$ cat config.mk
export PLATFORM = sky130hd
export DESIGN_NAME = cpp_double_to_bool_sched
export DESIGN_NICKNAME = d
export VERILOG_FILES = /design/src/rtl/cpp_double_to_bool_sched.sv
export SDC_FILE = /design/constraint.sdc
export NUM_CORES = 1
export LEC_CHECK = 0
export ABC_AREA = 1
export BUFFER_PORTS_ARGS = -buffer_cell sky130_fd_sc_hd__buf_2
export CORE_MARGIN = 3
export CORE_UTILIZATION = 50
export DETAILED_ROUTE_END_ITERATION = 10
export PLACE_DENSITY = 0.7
export SYNTH_ARGS = -nofsm -noshare
export SYNTH_HDL_FRONTEND = slang
export SYNTH_SLANG_ARGS = --single-unit
$ cat constraint.sdc
create_clock -name clk -period 3.7 [get_ports clk]
set_input_delay 0.37 -clock clk [delete_from_list [all_inputs] [get_ports clk]]
set_output_delay 0.37 -clock clk [all_outputs]
set_load 0.01 [all_outputs]
$ cat src/rtl/cpp_double_to_bool_sched.sv
// cpp_double_to_bool_sched
// Shares a single double-to-bool hysteresis comparator among NCH channels.
// Each channel signals a new 64-bit IEEE-754 sample by toggling its
// update_in line. The sample is captured into a per-channel register and
// marked pending. A round-robin arbiter grants one pending channel per
// cycle to the shared comparator, which updates that channel's out bit and
// copies the captured toggle value to update_out.
//
// Handshake: there is no ready/backpressure. A producer may toggle
// update_in[i] on any cycle (clk-synchronous). If channel i already has an
// unconverted sample and it is not granted on that edge, the new sample
// replaces the old one (coalescing) and overrun[i] is set. Completion is
// signalled by update_out[i] taking the captured update_in[i] value.
//
// Optional build macro: DBL2BOOL_SCHED_STATS_EN adds ovr_cnt, a per-channel
// saturating 8-bit overwrite counter.
module cpp_double_to_bool_sched #(
  parameter int          NCH       = 4,
  parameter logic [63:0] THRESH_HI = 64'h3F847AE147AE147B,
  parameter logic [63:0] THRESH_LO = 64'h3F847AE147AE147B
) (
  input  logic              clk,
  input  logic              rst_n,
  input  logic [64*NCH-1:0] in,
  input  logic [NCH-1:0]    update_in,
  output logic [NCH-1:0]    out,
  output logic [NCH-1:0]    update_out,
  output logic [NCH-1:0]    overrun,
  input  logic              ovr_clr,
  output logic              busy
`ifdef DBL2BOOL_SCHED_STATS_EN
  ,
  output logic [8*NCH-1:0]  ovr_cnt
`endif
);

  localparam int RRW = (NCH > 1) ? $clog2(NCH) : 1;

  // Map a double bit pattern onto an unsigned key whose ordering matches the
  // numeric ordering of non-NaN doubles. Both zeros map to the same key.
  function automatic logic [63:0] dbl_key(input logic [63:0] v);
    logic [63:0] k;
    if (v[62:0] == 63'd0) begin
      k = 64'h8000_0000_0000_0000;
    end else if (!v[63]) begin
      k = {1'b1, v[62:0]};
    end else begin
      k = {1'b0, ~v[62:0]};
    end
    return k;
  endfunction

  function automatic logic dbl_is_nan(input logic [63:0] v);
    return (v[62:52] == 11'h7FF) && (v[51:0] != 52'd0);
  endfunction

  // State registers
  logic [NCH-1:0] upd_prev_q, upd_prev_d;
  logic [NCH-1:0] pending_q,  pending_d;
  logic [NCH-1:0] tag_q,      tag_d;
  logic [NCH-1:0] out_q,      out_d;
  logic [NCH-1:0] uo_q,       uo_d;
  logic [NCH-1:0] ovr_q,      ovr_d;
  logic [RRW-1:0] rr_q,       rr_d;
  logic [63:0]    sample_q [NCH];
  logic [63:0]    sample_d [NCH];

  // Combinational helpers
  logic [NCH-1:0] evt;
  logic [NCH-1:0] ovr_set;
  logic [NCH-1:0] grant_oh;
  logic           grant_vld;
  logic [RRW-1:0] grant_idx;
  logic [63:0]    conv_sample;
  logic           conv_rise;
  logic           conv_fall;

  assign evt = update_in ^ upd_prev_q;

  // Round-robin arbiter: first pending channel searching upward from rr+1.
  always_comb begin
    int idx;
    grant_vld = 1'b0;
    grant_idx = rr_q;
    grant_oh  = '0;
    idx       = 0;
    for (int k = 1; k <= NCH; k++) begin
      idx = int'(rr_q) + k;
      if (idx >= NCH) idx = idx - NCH;
      if (!grant_vld && pending_q[idx]) begin
        grant_vld     = 1'b1;
        grant_idx     = idx[RRW-1:0];
        grant_oh[idx] = 1'b1;
      end
    end
  end

  // The single shared comparator, fed by the granted channel's sample.
  always_comb begin
    conv_sample = sample_q[grant_idx];
    conv_rise   = !dbl_is_nan(conv_sample) &&
                  (dbl_key(conv_sample) > dbl_key(THRESH_HI));
    conv_fall   = !dbl_is_nan(conv_sample) &&
                  (dbl_key(conv_sample) <= dbl_key(THRESH_LO));
  end

  // Next-state: capture, conversion of the granted channel, overrun.
  always_comb begin
    upd_prev_d = update_in;
    pending_d  = pending_q;
    tag_d      = tag_q;
    out_d      = out_q;
    uo_d       = uo_q;
    ovr_set    = '0;
    rr_d       = grant_vld ? grant_idx : rr_q;
    for (int i = 0; i < NCH; i++) begin
      sample_d[i] = sample_q[i];
    end
    for (int i = 0; i < NCH; i++) begin
      if (grant_oh[i]) begin
        if (!out_q[i] && conv_rise) out_d[i] = 1'b1;
        if (out_q[i] && conv_fall)  out_d[i] = 1'b0;
        uo_d[i]      = tag_q[i];
        pending_d[i] = 1'b0;
      end
      if (evt[i]) begin
        sample_d[i]  = in[64*i +: 64];
        tag_d[i]     = update_in[i];
        pending_d[i] = 1'b1;
        if (pending_q[i] && !grant_oh[i]) ovr_set[i] = 1'b1;
      end
    end
    // A new overwrite on the same edge as a clear leaves the flag set.
    ovr_d = ovr_set | (ovr_q & {NCH{~ovr_clr}});
  end

  // Main state registers with asynchronous reset.
  always_ff @(posedge clk or negedge rst_n) begin
    if (!rst_n) begin
      upd_prev_q <= '0;
      pending_q  <= '0;
      tag_q      <= '0;
      out_q      <= '0;
      uo_q       <= '0;
      ovr_q      <= '0;
      rr_q       <= RRW'(NCH - 1);
      for (int i = 0; i < NCH; i++) begin
        sample_q[i] <= '0;
      end
    end else begin
      upd_prev_q <= upd_prev_d;
      pending_q  <= pending_d;
      tag_q      <= tag_d;
      out_q      <= out_d;
      uo_q       <= uo_d;
      ovr_q      <= ovr_d;
      rr_q       <= rr_d;
      for (int i = 0; i < NCH; i++) begin
        sample_q[i] <= sample_d[i];
      end
    end
  end

  assign out        = out_q;
  assign update_out = uo_q;
  assign overrun    = ovr_q;
  assign busy       = |pending_q;

`ifdef DBL2BOOL_SCHED_STATS_EN
  logic [7:0] cnt_q [NCH];
  logic [7:0] cnt_d [NCH];

  // Saturating overwrite counters; an increment on a clear edge yields 1.
  always_comb begin
    logic [7:0] base;
    base = 8'd0;
    for (int i = 0; i < NCH; i++) begin
      base = ovr_clr ? 8'd0 : cnt_q[i];
      if (ovr_set[i] && (base != 8'hFF)) begin
        cnt_d[i] = base + 8'd1;
      end else begin
        cnt_d[i] = base;
      end
    end
  end

  // Counter registers.
  always_ff @(posedge clk or negedge rst_n) begin
    if (!rst_n) begin
      for (int i = 0; i < NCH; i++) begin
        cnt_q[i] <= 8'd0;
      end
    end else begin
      for (int i = 0; i < NCH; i++) begin
        cnt_q[i] <= cnt_d[i];
      end
    end
  end

  // Flatten the counters onto the output bus.
  always_comb begin
    ovr_cnt = '0;
    for (int i = 0; i < NCH; i++) begin
      ovr_cnt[8*i +: 8] = cnt_q[i];
    end
  end
`endif

endmodule

==> flow_summary.toml <==
[worst_setup_path]
crit_fanout = 12
path_class = "flop to flop"
cp_common_cell = "nand2_1"
required_ns = 4.14
slowest_stage = "dfstp_2"
path_buf_inv = 5
crit_arrival_ns = 4.05
r2r_setup_slack_ns = 0.09
worst-path-stages = 23
max_stage_delay_ns = 0.54
cp_top_family = "simple AND/OR/NAND/NOR gates"
path_cells = "inv_2, ha_4, inv_4, nand3_1, nand2_2, nand2_4, nand3_4, buf_12, buf_16, nand3_2, nand2_1, nand2_2, nand2_4, clkbuf_16, nand2_1, a21oi_2, nand2_1, nor2_2, nand4_1, nor3_2, nand3b_1, nand3_1, nand2_1"
end_kind = "flop"
start_kind = "flop"
r2r_cells = 23

[sta]
final.min_clock_period_ns = 3.61
report.final.slew_viol_count = 0
timing.fmax_mhz = 277
finalClockSkew_ns = 0.0100
setup_viol = 0
hold_slack_ns = 0.00913
fin_crit_sh = 0.975
slew_headroom = 0.216
tightestPinTransition_ns = 1.18
hold_violations = 0

[clock_tree]
clock_sinks = 282
cts_buffers = 30
insertion_delay_ns = 0.56
root_buffer = "clkbuf_16"
path_clk_slew_ns = 0.06
cts_max_path_buffers = 3
cts_tree = "done"
h-tree-depth = 1

[placement]
io_buffers = 275
hpwl_um = 32400
gp_congestion = 0.982

[routing]
drc = 0
routedWlPerCell_um = 18.1
wl_um = 50100
dr.pass1.iters = 5
via_per_inst = 5.44
detail_route.iter0.violations = 1606
final_antenna_net_count = 0
via_count = 15100

[die]
die_w_um = 176
fp-row-count = 61
start_util = 0.516
io_pins = 276
core_area_um2 = 28200
die-height_um = 176
dieArea_um2 = 31100

[yosys]
yosys.area.top_type = "dfrtp_1"
synth_cell_types = 35
ys_seq_elements = 282
synth_cells = 2036
yosys_most_used_dff = "dfrtp_1"
synthDominantCellAreaShare = 0.483
yosysSeqAreaShare = 0.486
yosysWarnings = 0
syn_area_um2 = 14500
avgSynthCellArea_um2 = 7.13
synthesis.nets = 2307
synth-async-reset-ratio = 1.00
yosysMostFrequentCell = "nand2_1"
synth_edf_count = 0
synth_common_cells = "nand2_1, dfrtp_1, nand3_1"
yosys-top-cells-area = "dfrtp_1, nand2_1, nand3_1"

[finish]
area_growth_pct = 31.8
diodes = 0
layout-drive-gt1-share = 0.230
nets = 2635

[global_route]
grtUsageMet2 = 0.438
grt_antenna_before_repair = 1
grt-ovfl-total = 0
top_usage_layer = "met1"
track_usage = 0.298
globalRouteMet1Util = 0.466
grt_pass1_wl_um = 74200
grt_max_degree = 119
met3_usage = 0.0439
grt_pass1_vias = 14100

[min_path]
hold_path_class = "primary input to flop"
hold_depth = 3

[run_status]
status = "finished clean"

[run]
maxCapViolations = 0
-- what timing repair did --
action                                 in CTS  in global routing
hold buffers                               46                  0
endpoints found under the hold margin     157                  0
resized for setup                          11                140
gates cloned                                1                 21
buffers inserted                            1                 20
setup endpoints to repair                   4                  4
pin swaps                                   1                 50
-- per-layer routing --
metal | wire (um) | vias to the layer above
met5 | 0 | -
met4 | 1230 | 0
met3 | 4890 | 83
met2 | 21500 | 748
met1 | 22400 | 7161
li1 | - | 7066
-- worst register-to-register path: stages (launching register included) --
cell and delay, ns:
dfstp_2 0.54, inv_2 0.05, ha_4 0.26, inv_4 0.08, nand3_1 0.10, nand2_2 0.14, nand2_4 0.11, nand3_4 0.12
buf_12 0.18, buf_16 0.17, nand3_2 0.10, nand2_1 0.09, nand2_2 0.06, nand2_4 0.12, clkbuf_16 0.18, nand2_1 0.08
a21oi_2 0.17, nand2_1 0.08, nor2_2 0.13, nand4_1 0.14, nor3_2 0.23, nand3b_1 0.17, nand3_1 0.12, nand2_1 0.06
-- per-stage QoR --
step           worst slack [ns]  area [um^2]  setup TNS, ns   util  std cells
2_1_floorplan             0.344        14500              0      -       2036
3_3_place_gp            -0.0281        16300        -0.0988  0.580       2621
3_5_place_dp             -0.142        16300         -0.526  0.580       2621
4_1_cts                  0.0103        17900              0  0.637       2725
5_1_grt                 -0.0920        19100         -0.333  0.680       2766
6_report                 0.0942        19100              0  0.680       2766
-- sequential cells by signal (all words and copies together) (netlist names) --
name	cells
tag_q	4
overrun	4
rr_q	2
upd_prev_q	4
out	4
sample_q	256
update_out	4
pending_q	4
-- layout by cell type (no fill, tap or decap), types with 3 or more instances in the layout --
| master | instances |
|---|---|
| nand2_1 | 1077 |
| dfrtp_1 | 280 |
| buf_2 | 274 |
| nand3_1 | 246 |
| inv_1 | 55 |
| clkbuf_16 | 48 |
| nor2_1 | 47 |
| dlygate4sd3_1 | 46 |
| buf_4 | 41 |
| nand2_2 | 40 |
| nand3_2 | 30 |
| o21ai_0 | 25 |
| a21oi_1 | 18 |
| buf_12 | 12 |
| nor2_2 | 11 |
| nand2_4 | 10 |
| nor2_4 | 8 |
| nand4_1 | 8 |
| nand3_4 | 8 |
| clkbuf_8 | 8 |
| buf_6 | 8 |
| ha_1 | 7 |
| clkinv_2 | 7 |
| xnor2_1 | 6 |
| buf_16 | 6 |
| inv_2 | 5 |
| nand2_8 | 5 |
| a22oi_1 | 4 |
| o32ai_1 | 4 |
| o21ai_2 | 4 |
| o21ai_1 | 4 |
| clkbuf_1 | 4 |
| buf_8 | 4 |
| a31oi_1 | 3 |
| a21oi_2 | 3 |
| bufinv_16 | 3 |
-- final timing paths --
check	to	from
max	out[0]	rr_q[1]
min	sample_q[16]	in[208]
max reg2reg	out[0]	rr_q[1]
min reg2reg	sample_q[88]	sample_q[88]
max in group asynchronous	sample_q[252]	rst_n
min in group asynchronous	sample_q[73]	rst_n
-- logic make-up after synthesis --
kind of cell | Yosys count | share of synthesized area
XOR/XNOR | 6 | 0.00362
adder cells (fa/ha/maj) | 8 | 0.00689
AND/OR/NAND/NOR | 1496 | 0.421
buffers and inverters | 177 | 0.0563
flip-flops | 282 | 0.486
AO/OA/AOI/OAI | 67 | 0.0257
-- final cells by class --
class,instances,area (um^2)
Fill cell,2404,9020
Clock inverter,13,149
Inverter,63,246
Timing Repair Buffer,408,3120
Multi-Input combinational cell,1579,7190
Sequential cell,282,7060
Tap cell,378,473
Clock buffer,43,901
Power is left out: the tool's default activity adds up to more than one toggle a clock period on the data nets, which glitch-free logic cannot reach.
